==> config.mk <==
export PLATFORM = sky130hd
export DESIGN_NAME = decode_stage_flat
export DESIGN_NICKNAME = d
export VERILOG_FILES = /design/src/rtl/decode_stage_if.sv /design/src/rtl/decode_stage.sv /design/src/flat_wrapper.sv
export SDC_FILE = /design/constraint.sdc
export NUM_CORES = 1
export LEC_CHECK = 0
export CORE_MARGIN = 4
export CORE_UTILIZATION = 55
export CTS_CLUSTER_DIAMETER = 30
export CTS_CLUSTER_SIZE = 30
export DETAILED_ROUTE_END_ITERATION = 10
export DONT_BUFFER_PORTS = 1
export GPL_TIMING_DRIVEN = 0
export PLACE_DENSITY = 0.76
export SYNTH_ARGS = -nofsm -noshare
export SYNTH_HDL_FRONTEND = slang
export SYNTH_SLANG_ARGS = --single-unit
==> constraint.sdc <==
create_clock -name clk -period 2.8 [get_ports clk]
set_input_delay 0.56 -clock clk [delete_from_list [all_inputs] [get_ports clk]]
set_output_delay 0.56 -clock clk [all_outputs]
set_load 0.01 [all_outputs]
==> src/rtl/decode_stage_if.sv <==
// Fetch-to-execute handshake bundle for the decode stage.
// The slave side is the decode stage; the master side drives it.
interface decode_stage_if #(
  parameter int XLEN = 32
);
  logic            in_valid;
  logic            in_ready;
  logic [31:0]     in_instr;
  logic [XLEN-1:0] in_pc;
  logic            flush;
  logic            out_valid;
  logic            out_ready;
  logic [31:0]     out_instr;
  logic [XLEN-1:0] out_pc;
  logic [XLEN-1:0] out_imm;
  logic [2:0]      out_imm_type;
  logic            out_illegal;

  modport slave (
    input  in_valid, in_instr, in_pc,
    input  flush, out_ready,
    output in_ready, out_valid,
    output out_instr, out_pc, out_imm,
    output out_imm_type, out_illegal
  );

  modport master (
    output in_valid, in_instr, in_pc,
    output flush, out_ready,
    input  in_ready, out_valid,
    input  out_instr, out_pc, out_imm,
    input  out_imm_type, out_illegal
  );
endinterface

==> src/rtl/decode_stage.sv <==
// Registered decode stage: opcode classify, imm32 generation,
// and a 2-entry skid buffer with flush toward execute.
module decode_stage #(
  parameter int          XLEN      = 32,
  parameter logic [31:0] NOIMM_VAL = 32'h0
) (
  input logic           clk,
  input logic           rst_n,
  decode_stage_if.slave bus
);
  typedef enum logic [1:0] {
    EMPTY = 2'd0,
    ONE   = 2'd1,
    TWO   = 2'd2
  } state_e;

  typedef struct packed {
    logic [31:0]     instr;
    logic [XLEN-1:0] pc;
    logic [XLEN-1:0] imm;
    logic [2:0]      ty;
    logic            ill;
  } entry_t;

  state_e state_q, state_d;
  entry_t head_q, head_d;
  entry_t skid_q, skid_d;
  logic   in_ready_q;

  logic [6:0] op;
  logic [2:0] ty;
  logic       ill;
  entry_t     inc;
  logic       acc;
  logic       emit;

  // Unknown types yield all-ones; caller masks that case.
  function automatic logic [31:0] imm32(
    input logic [24:0] in,
    input logic [2:0]  t
  );
    logic [31:0] w;
    w = {in, 7'b0};
    unique case (t)
      3'd0: imm32 = {{20{w[31]}}, w[31:20]};
      3'd1: imm32 = {{20{w[31]}}, w[7],
                     w[30:25], w[11:8], 1'b0};
      3'd2: imm32 = {{20{w[31]}}, w[31:25], w[11:7]};
      3'd3: imm32 = {w[31:12], 12'b0};
      3'd4: imm32 = {{12{w[31]}}, w[19:12],
                     w[20], w[30:21], 1'b0};
      default: imm32 = 32'hFFFF_FFFF;
    endcase
  endfunction

  assign op = bus.in_instr[6:0];

  always_comb begin
    ty  = 3'd7;
    ill = 1'b0;
    unique case (1'b1)
      (op == 7'b0000011) || (op == 7'b0010011) ||
      (op == 7'b1100111) || (op == 7'b1110011):
        ty = 3'd0;
      (op == 7'b0100011): ty = 3'd2;
      (op == 7'b1100011): ty = 3'd1;
      (op == 7'b0110111) || (op == 7'b0010111):
        ty = 3'd3;
      (op == 7'b1101111): ty = 3'd4;
      (op == 7'b0110011): ty = 3'd7;
      default:            ill = 1'b1;
    endcase
  end

  always_comb begin
    inc.instr = bus.in_instr;
    inc.pc    = bus.in_pc;
    inc.ty    = ty;
    inc.ill   = ill;
    inc.imm   = (ty == 3'd7) ? NOIMM_VAL
              : imm32(bus.in_instr[31:7], ty);
  end

  assign acc  = bus.in_valid && in_ready_q;
  assign emit = (state_q != EMPTY) && bus.out_ready;

  always_comb begin
    state_d = state_q;
    head_d  = head_q;
    skid_d  = skid_q;
    if (bus.flush) begin
      state_d = EMPTY;
    end else begin
      unique case (state_q)
        EMPTY: if (acc) begin
          head_d  = inc;
          state_d = ONE;
        end
        ONE: begin
          if (acc && !emit) begin
            skid_d  = inc;
            state_d = TWO;
          end else if (!acc && emit) begin
            state_d = EMPTY;
          end else if (acc && emit) begin
            head_d = inc;
          end
        end
        TWO: if (emit) begin
          head_d  = skid_q;
          state_d = ONE;
        end
        default: state_d = EMPTY;
      endcase
    end
  end

  always_ff @(posedge clk or negedge rst_n) begin
    if (!rst_n) begin
      state_q    <= EMPTY;
      head_q     <= '0;
      skid_q     <= '0;
      in_ready_q <= 1'b0;
    end else begin
      state_q    <= state_d;
      head_q     <= head_d;
      skid_q     <= skid_d;
      in_ready_q <= (state_d != TWO);
    end
  end

  assign bus.in_ready     = in_ready_q;
  assign bus.out_valid    = (state_q != EMPTY);
  assign bus.out_instr    = head_q.instr;
  assign bus.out_pc       = head_q.pc;
  assign bus.out_imm      = head_q.imm;
  assign bus.out_imm_type = head_q.ty;
  assign bus.out_illegal  = head_q.ill;
endmodule

==> src/flat_wrapper.sv <==
// flat-port wrapper written by rule: the top's interface ports become plain ports
module decode_stage_flat 
#(
  parameter int          XLEN      = 32,
  parameter logic [31:0] NOIMM_VAL = 32'h0
)
  (clk, rst_n, bus_in_valid, bus_in_instr, bus_in_pc, bus_flush, bus_out_ready, bus_in_ready, bus_out_valid, bus_out_instr, bus_out_pc, bus_out_imm, bus_out_imm_type, bus_out_illegal);
  decode_stage_if #(.XLEN(XLEN)) bus_i ();
  input logic clk;
  input logic rst_n;
  input wire logic [$bits(bus_i.in_valid)-1:0] bus_in_valid;
  input wire logic [$bits(bus_i.in_instr)-1:0] bus_in_instr;
  input wire logic [$bits(bus_i.in_pc)-1:0] bus_in_pc;
  input wire logic [$bits(bus_i.flush)-1:0] bus_flush;
  input wire logic [$bits(bus_i.out_ready)-1:0] bus_out_ready;
  output wire logic [$bits(bus_i.in_ready)-1:0] bus_in_ready;
  output wire logic [$bits(bus_i.out_valid)-1:0] bus_out_valid;
  output wire logic [$bits(bus_i.out_instr)-1:0] bus_out_instr;
  output wire logic [$bits(bus_i.out_pc)-1:0] bus_out_pc;
  output wire logic [$bits(bus_i.out_imm)-1:0] bus_out_imm;
  output wire logic [$bits(bus_i.out_imm_type)-1:0] bus_out_imm_type;
  output wire logic [$bits(bus_i.out_illegal)-1:0] bus_out_illegal;
  assign bus_i.in_valid = bus_in_valid;
  assign bus_i.in_instr = bus_in_instr;
  assign bus_i.in_pc = bus_in_pc;
  assign bus_i.flush = bus_flush;
  assign bus_i.out_ready = bus_out_ready;
  assign bus_in_ready = bus_i.in_ready;
  assign bus_out_valid = bus_i.out_valid;
  assign bus_out_instr = bus_i.out_instr;
  assign bus_out_pc = bus_i.out_pc;
  assign bus_out_imm = bus_i.out_imm;
  assign bus_out_imm_type = bus_i.out_imm_type;
  assign bus_out_illegal = bus_i.out_illegal;
  decode_stage #(.XLEN(XLEN), .NOIMM_VAL(NOIMM_VAL)) u_core (.clk(clk), .rst_n(rst_n), .bus(bus_i));
endmodule
==> summary.txt, run 1 <==
Outcome
  • Status: finished with violations
  • Failing checks: hold timing

Yosys
  • Post-Synth Adder-Cell Area: 0
  • Top FF cell, synth: dfrtp_1
  • Seq cells post-synth: 203
  • Fraction of synthesized cell area in xor and xnor cells: 0.000966
  • Async set or reset register ratio after synthesis: 1.00
  • Top post-synthesis cells by area: dfrtp_1, nand2_1, a31oi_1
  • Largest family of logic cells by synthesized area: simple AND/OR/NAND/NOR gates
  • Post-synthesis simple-gate area fraction: 0.260
  • Area leader, netlist: dfrtp_1
  • Mapped Area: 9070 um2
  • Syn_nets: 1,137
  • EDFF count, synth: 0
  • Compound-Gate Fraction of Synth Area: 0.130
  • Synth unique cells: 48
  • Post-synthesis average cell area: 8.49 um2
  • Seq/Total Area, Yosys: 0.560
  • Synth top area share: 0.560
  • Ys Warns: 0
  • Mapped Cells: 1,068
  • Mux contribution to synthesized area: 0.00235

Power and ir drop
  • Cell Pwr Density: 885 nW/um2
  • Sequential fraction of design power: 0.435
  • Sw Share: 0.267
  • Leakage power: 5.06 nW
  • Total power: 9.38 mW
  • VDD IR-drop max: 0.441 mV
  • Net switching power: 2.51 mW
  • Pint: 6.87 mW
  • Comb power frac: 0.094
  • Clock Power Share: 0.472

Global route
  • Initial antenna violation count: 0
  • Global-route wire length before repair: 41,100 um
  • Overflow after GRT: 0
  • Number of global-route vias before repair: 7,646
  • Largest net degree at the start of global routing: 204
  • Total track usage: 0.283

Worst hold path
  • Worst Hold Class: in -> async

STA
  • Period minus WS final: 2.11 ns
  • Worst slew pin tran: 0.727 ns
  • Final Cycle Share: 0.754
  • RSZ-0062 raised after global routing: no
  • Clk_skew: 0.0110 ns
  • Final hold viol count: 203
  • Slew HR: 0.515
  • Hold Slack: -0.240 ns
  • Final Setup Violations: 0
  • Fmax: 0.474 GHz
  • Final Max Slew Viols: 0
  • Setup TNS: 0 ns

Detailed routing
  • 1st-iter DRT viols: 651
  • Final wirelength: 26,500 um
  • Drt drc: 0
  • Wire length per cell: 19.6 um
  • Routed Antenna Nets: 0
  • Via/cell ratio: 5.88
  • Vias: 7,946
  • DR pass1 iterations: 5

Floorplan
  • Die W: 136 um
  • Starting Density: 0.567
  • # IOs: 171
  • Rows: 46
  • Core Area: 16,000 um2
  • Total die area: 18,600 um2
  • Die Ht: 136 um

Finish
  • Share of cells above drive strength 1: 0.106
  • Area grow syn2layout: 16.9%
  • Final #Nets: 1,179
  • Antenna cell count: 0
  • Final Cell Area: 10,600 um2

Clocking
  • CTS buffer count: 40
  • CTS sink cnt: 203
  • TritonCTS clock tree: yes
  • CTS max path bufs: 3
  • Clock-pin transition on the worst setup and hold timing paths: 0.05 ns
  • H-tree depth: 2
  • Clock Root Buffer: clkbuf_16
  • Worst-Skew Late Latency: 0.49 ns
  • PostCTS Resize Cnt: 0

Place
  • Area post-placement: 9340 um2
  • Port bufs: 0
  • RD Place Congestion: 0.907
  • Post-DP HPWL: 17,800 um

Critical path
  • Crit-path cells: nand2_1, or2_1, nor3_2, buf_2, nand2_1, o21ai_0
  • CP max FO: 10
  • Endpoint type of the worst setup path: flip-flop
  • CP Launch Type: flip-flop
  • CP arrival: 2.52 ns
  • CP peak stage delay: 0.43 ns
  • Required time worst endpoint: 3.21 ns
  • Crit path top cell by count: nand2_1
  • CP Class: reg -> reg
  • Critical-path top delay cell: dfrtp_1
  • Reg2Reg Depth: 6

Job
  • MaxCap Viol Count: 0
-- area by class of cell --
class / count / area, um2
buffer: 79 / 404
clock buffer: 59 / 1180
clock inverter: 9 / 76.3
fill: 1350 / 5400
inverter: 4 / 15.0
multi-input combinational: 782 / 3570
sequential: 203 / 5080
tap: 216 / 270
-- logic make-up (layout without fill, tap and decap cells) --
logic type             count (synthesis)  after routing
buffers and inverters                 83            151
multiplexers                           2              2
flip-flops                           203            203
AO/OA/AOI/OAI                        200            200
XOR/XNOR                               1              1
AND/OR/NAND/NOR                      579            579
-- repair_timing --
item,4_1_cts,5_1_grt
endpoints found under the setup margin,0,0
buffers inserted,0,0
endpoints found under the hold margin,203,203
-- per-stage QoR --
| step | util | worst slack, ns | hold WS [ns] | cells |
|---|---|---|---|---|
| after floorplan | - | 0.936 | 0.264 | 1068 |
| after global placement | 0.584 | 0.667 | 0.274 | 1284 |
| after detailed placement | 0.584 | 0.622 | 0.272 | 1284 |
| after CTS | 0.662 | 0.723 | -0.251 | 1352 |
| after global routing | 0.662 | 0.524 | -0.256 | 1352 |
| final | 0.662 | 0.690 | -0.240 | 1352 |
-- synthesized netlist by cell type, types with 4 or more instances --
library cell / n
clkbuf_1: 27
and3_1: 5
a21oi_1: 65
dfrtp_1: 203
nor2b_1: 4
a21o_1: 6
nand3_1: 34
buf_2: 41
buf_6: 6
nand2_1: 390
nor2_1: 111
o21ai_1: 7
a31oi_1: 68
nand2b_1: 4
o21ai_0: 26
inv_1: 4
o22ai_1: 13
nand4_1: 13
-- registers in the layout, indices dropped and copies added (netlist names) --
register	flops
u_core.state_q	2
u_core.bus.out_imm	32
u_core.skid_q	100
u_core.bus.out_pc	32
u_core.bus.in_ready	1
u_core.bus.out_imm_type	3
u_core.bus.out_illegal	1
u_core.bus.out_instr	32
-- cell usage in the layout, fill, tap and decap left out, drive strengths merged, types with 4 or more instances in the layout --
| cell | instances |
|---|---|
| a21o | 6 |
| a21oi | 66 |
| a31oi | 69 |
| and3 | 5 |
| buf | 52 |
| clkbuf | 86 |
| clkinv | 7 |
| dfrtp | 203 |
| inv | 4 |
| nand2 | 390 |
| nand2b | 4 |
| nand3 | 37 |
| nand4 | 13 |
| nor2 | 112 |
| nor2b | 4 |
| o21ai | 33 |
| o22ai | 13 |
-- path summary, 6_finish.rpt --
check / start / end / slack, ns
min in group clk: bus_flush / u_core.state_q[0] / 0.13
worst min-delay path: rst_n / u_core.skid_q[70] / -0.24
worst max register to register: u_core.bus.in_ready / u_core.skid_q[23] / 0.69
worst max-delay path: u_core.bus.in_ready / u_core.skid_q[23] / 0.69
worst min register to register: u_core.skid_q[62] / u_core.skid_q[62] / 0.47
max in group asynchronous: rst_n / u_core.skid_q[50] / 2.77
-- routing by layer --
| metal | vias to the layer above | global-route usage | wire length, um |
|---|---|---|---|
| li1 | 3647 | - | - |
| met1 | 3890 | 0.370 | 10400 |
| met2 | 352 | 0.444 | 12400 |
| met3 | 57 | 0.0940 | 2860 |
| met4 | 0 | 0.101 | 765 |
| met5 | - | 0 | 0 |
-- critical path, delay by kind of cell, from the launching register on --
family,cells,cell delay [ns]
simple gates,4,1.02
buf+inv,1,0.34
compound gates,1,0.24
flops,1,0.43
-- power groups by stage --
stage,Combinational (mW),Clock [mW],Sequential (mW)
2_1_floorplan,0.699,0,3.97
3_3_place_gp,0.822,0,4.09
3_5_place_dp,0.859,0,4.12
4_1_cts,0.883,4.44,4.08
5_1_grt,1.02,4.61,4.14
6_report,0.879,4.42,4.08
No activity file was read; power rests on OpenSTA's default activity.
==> run 2: changes to the inputs <==
--- a/config.mk
+++ b/config.mk
@@ -5,6 +5,7 @@
 export SDC_FILE = /design/constraint.sdc
 export NUM_CORES = 1
 export LEC_CHECK = 0
+export ABC_AREA = 1
 export CORE_MARGIN = 4
 export CORE_UTILIZATION = 55
 export CTS_CLUSTER_DIAMETER = 30
@@ -12,7 +13,7 @@
 export DETAILED_ROUTE_END_ITERATION = 10
 export DONT_BUFFER_PORTS = 1
 export GPL_TIMING_DRIVEN = 0
-export PLACE_DENSITY = 0.76
+export PLACE_DENSITY = 0.79
 export SYNTH_ARGS = -nofsm -noshare
 export SYNTH_HDL_FRONTEND = slang
 export SYNTH_SLANG_ARGS = --single-unit
==> constraint.sdc (replaced) <==
create_clock -name clk -period 1.72 [get_ports clk]
set_input_delay 0.344 -clock clk [delete_from_list [all_inputs] [get_ports clk]]
set_output_delay 0.344 -clock clk [all_outputs]
set_load 0.01 [all_outputs]
==> run 2 against run 1 <==
Effect of this change: core utilization increased by 5.8 points; via count increased by 14%; die area increased by 4.6%; first-iteration DRC count increased by 20%; the flow still finishes with violations (hold timing).
==> summary.txt, run 2 <==
Clocking
  • Worst-Skew Late Latency: 0.51 ns
  • Clock Root Buffer: clkbuf_16
  • CTS buffer count: 41
  • Post-cts hold buffer count: 55
  • CTS max path bufs: 3
  • TritonCTS clock tree: yes
  • CTS sink cnt: 203
  • H-tree depth: 2
  • Clock-pin transition on the worst setup and hold timing paths: 0.05 ns

Power and ir drop
  • Sequential fraction of design power: 0.401
  • Sw Share: 0.266
  • VDD IR-drop max: 1.08 mV
  • Clock Power Share: 0.495
  • Cell Pwr Density: 1350 nW/um2
  • Net switching power: 4.33 mW
  • Leakage power: 6.43 nW
  • Comb power frac: 0.103
  • Pint: 11.9 mW

Finish
  • Max reg flops: 100
  • # fillers: 1,214
  • Area grow syn2layout: 26.9%
  • Antenna cell count: 0
  • Final #Nets: 1,416
  • Final non-filler cell total: 1,594
  • Top reg by flops: u_core.skid_q
  • Share of cells above drive strength 1: 0.135
  • Most frequent cells in the layout: nand2_1, dfrtp_1, nor2_1
  • Commonest non-fill, non-tap cell in the layout: nand2_1
  • Final Cell Area: 12,100 um2

Detailed routing
  • Final wirelength: 29,500 um
  • 1st-iter DRT viols: 779
  • Drt drc: 0
  • Wire length per cell: 18.5 um
  • Via/cell ratio: 5.66
  • Vias: 9,023
  • DR pass1 iterations: 6
  • Routed Antenna Nets: 0

Floorplan
  • Rows: 47
  • # IOs: 171
  • Die W: 140 um
  • Total die area: 19,500 um2
  • Die Ht: 140 um
  • Core Area: 16,800 um2
  • Starting Density: 0.568

Yosys
  • Commonest cells post-synth: nand2_1, dfrtp_1, nor2_1
  • Top post-synthesis cells by area: dfrtp_1, nand2_1, nor2_1
  • Mapped Cells: 1,243
  • Ys Warns: 0
  • Post-synthesis average cell area: 7.66 um2
  • Synth unique cells: 22
  • Mapped Area: 9520 um2
  • EDFF count, synth: 0
  • Top FF cell, synth: dfrtp_1
  • Async set or reset register ratio after synthesis: 1.00
  • Synth top area share: 0.534
  • Seq cells post-synth: 203
  • Syn_nets: 1,312
  • Seq/Total Area, Yosys: 0.534
  • Most numerous cell in the Yosys netlist: nand2_1
  • Area leader, netlist: dfrtp_1

STA
  • Final worst slack: 0.0205 ns
  • Worst slew pin tran: 0.729 ns
  • Final Max Slew Viols: 0
  • Final Cycle Share: 0.988
  • Slew HR: 0.514
  • RSZ-0062 raised after global routing: yes
  • Fmax: 0.588 GHz
  • Clk_skew: 0.00913 ns
  • Final hold viol count: 203
  • Hold Slack: -0.464 ns
  • Final Setup Violations: 0
  • Period minus WS final: 1.70 ns

Global route
  • Number of global-route vias before repair: 8,767
  • Initial antenna violation count: 0
  • Total track usage: 0.292
  • Largest net degree at the start of global routing: 204
  • Overflow after GRT: 0
  • Global-route wire length before repair: 46,500 um

Critical path
  • CP Class: reg -> reg
  • Required time worst endpoint: 2.12 ns
  • Worst Setup SP: u_core.state_q[0]
  • Worst R2R Start: u_core.state_q[0]
  • CP arrival: 2.10 ns
  • Endpoint type of the worst setup path: flip-flop
  • CP Launch Type: flip-flop
  • CP max FO: 10

Place
  • Port bufs: 0
  • Pre-CTS setup slack: -0.303 ns
  • RD Place Congestion: 0.932
  • Area post-placement: 9790 um2
  • Post-DP HPWL: 18,600 um
  • Placed cell count: 1,463

Job
  • MaxCap Viol Count: 0

Outcome
  • Status: finished with violations
  • Failing checks: hold timing

Worst hold path
  • Worst Hold Class: in -> async
==> run 2: changes by cell type in the layout (fill, tap and decap cells not counted), sizes merged, moves of 6 or more <==
cell,delta
nor2,+84
o21ai,+11
o22ai,-13
nand4,-12
inv,+59
dlygate4sd3,+55
clkbuf,+12
o31ai,+64
a21oi,-31
a21o,-6
nand3,+42
buf,-16
a31oi,-69
nand2,+95
==> run 2: power by group through the flow <==
stage / Sequential (mW) / Combinational [mW] / Clock [mW]
floorplan: 6.39 / 1.13 / 0
global placement: 6.53 / 1.33 / 0
detailed placement: 6.56 / 1.40 / 0
CTS: 6.51 / 1.56 / 8.06
global route: 6.63 / 1.92 / 8.36
finish: 6.52 / 1.68 / 8.04
==> run 2: routing by layer <==
layer	up-vias	track usage	part of all wire
met5	-	0	0
met4	0	0.0974	0.032
met3	87	0.0974	0.11
met2	486	0.454	0.46
met1	4300	0.389	0.40
li1	4150	-	-
==> run 2: final timing paths <==
check                           depth (start not counted)                endpoint  slack (ns)
worst max-delay path                                    7   u_core.bus.out_imm[5]        0.02
worst min-delay path                                    0  u_core.bus.out_imm[25]       -0.46
worst max register to register                          7   u_core.bus.out_imm[5]        0.02
worst min register to register                          2       u_core.skid_q[42]        0.47
max in group asynchronous                               0       u_core.skid_q[91]        1.94
min in group clk                                        2       u_core.skid_q[70]        0.02
==> run 2: cells by family after synthesis <==
family	Yosys count	synth area share
and+or+nand+nor	762	0.315
DFF	203	0.534
AOI/OAI and AO/OA	145	0.0936
buffers and inverters	133	0.0577
==> run 2: stage by stage <==
| step | total power, mW | setup TNS [ns] | util |
|---|---|---|---|
| floorplan | 7.52 | 0 | - |
| global placement | 7.86 | -16.08 | 0.584 |
| detailed placement | 7.96 | -27.22 | 0.584 |
| CTS | 16.1 | -0.0991 | 0.705 |
| global route | 16.9 | -3.71 | 0.721 |
| finish | 16.2 | 0 | 0.721 |
==> run 2: repair_timing <==
action | 4_1_cts | 5_1_grt
gates cloned | 0 | 1
setup buffers | 2 | 5
hold endpoints to repair | 260 | 203
pin swaps | 2 | 4
endpoints found under the setup margin | 197 | 200
gates resized for setup | 41 | 92
==> run 2: area by class of cell <==
| cell class | instances | area, um2 | area share |
|---|---|---|---|
| Multi-Input combinational cell | 907 | 4040 | 0.334 |
| Tap cell | 220 | 275 | 0.0228 |
| Buffer | 76 | 474 | 0.0393 |
| Inverter | 55 | 206 | 0.0171 |
| Sequential cell | 203 | 5080 | 0.421 |
| Clock buffer | 50 | 1100 | 0.0911 |
| Timing Repair Buffer | 63 | 614 | 0.0509 |
| Clock inverter | 20 | 290 | 0.0240 |
==> run 2: critical path: stages, from the launching register on <==
cell	delay, ns
dfrtp_1	0.37
buf_4	0.15
nor2_4	0.22
buf_4	0.26
buf_2	0.28
a21oi_1	0.10
nand2_1	0.13
nand2_1	0.07
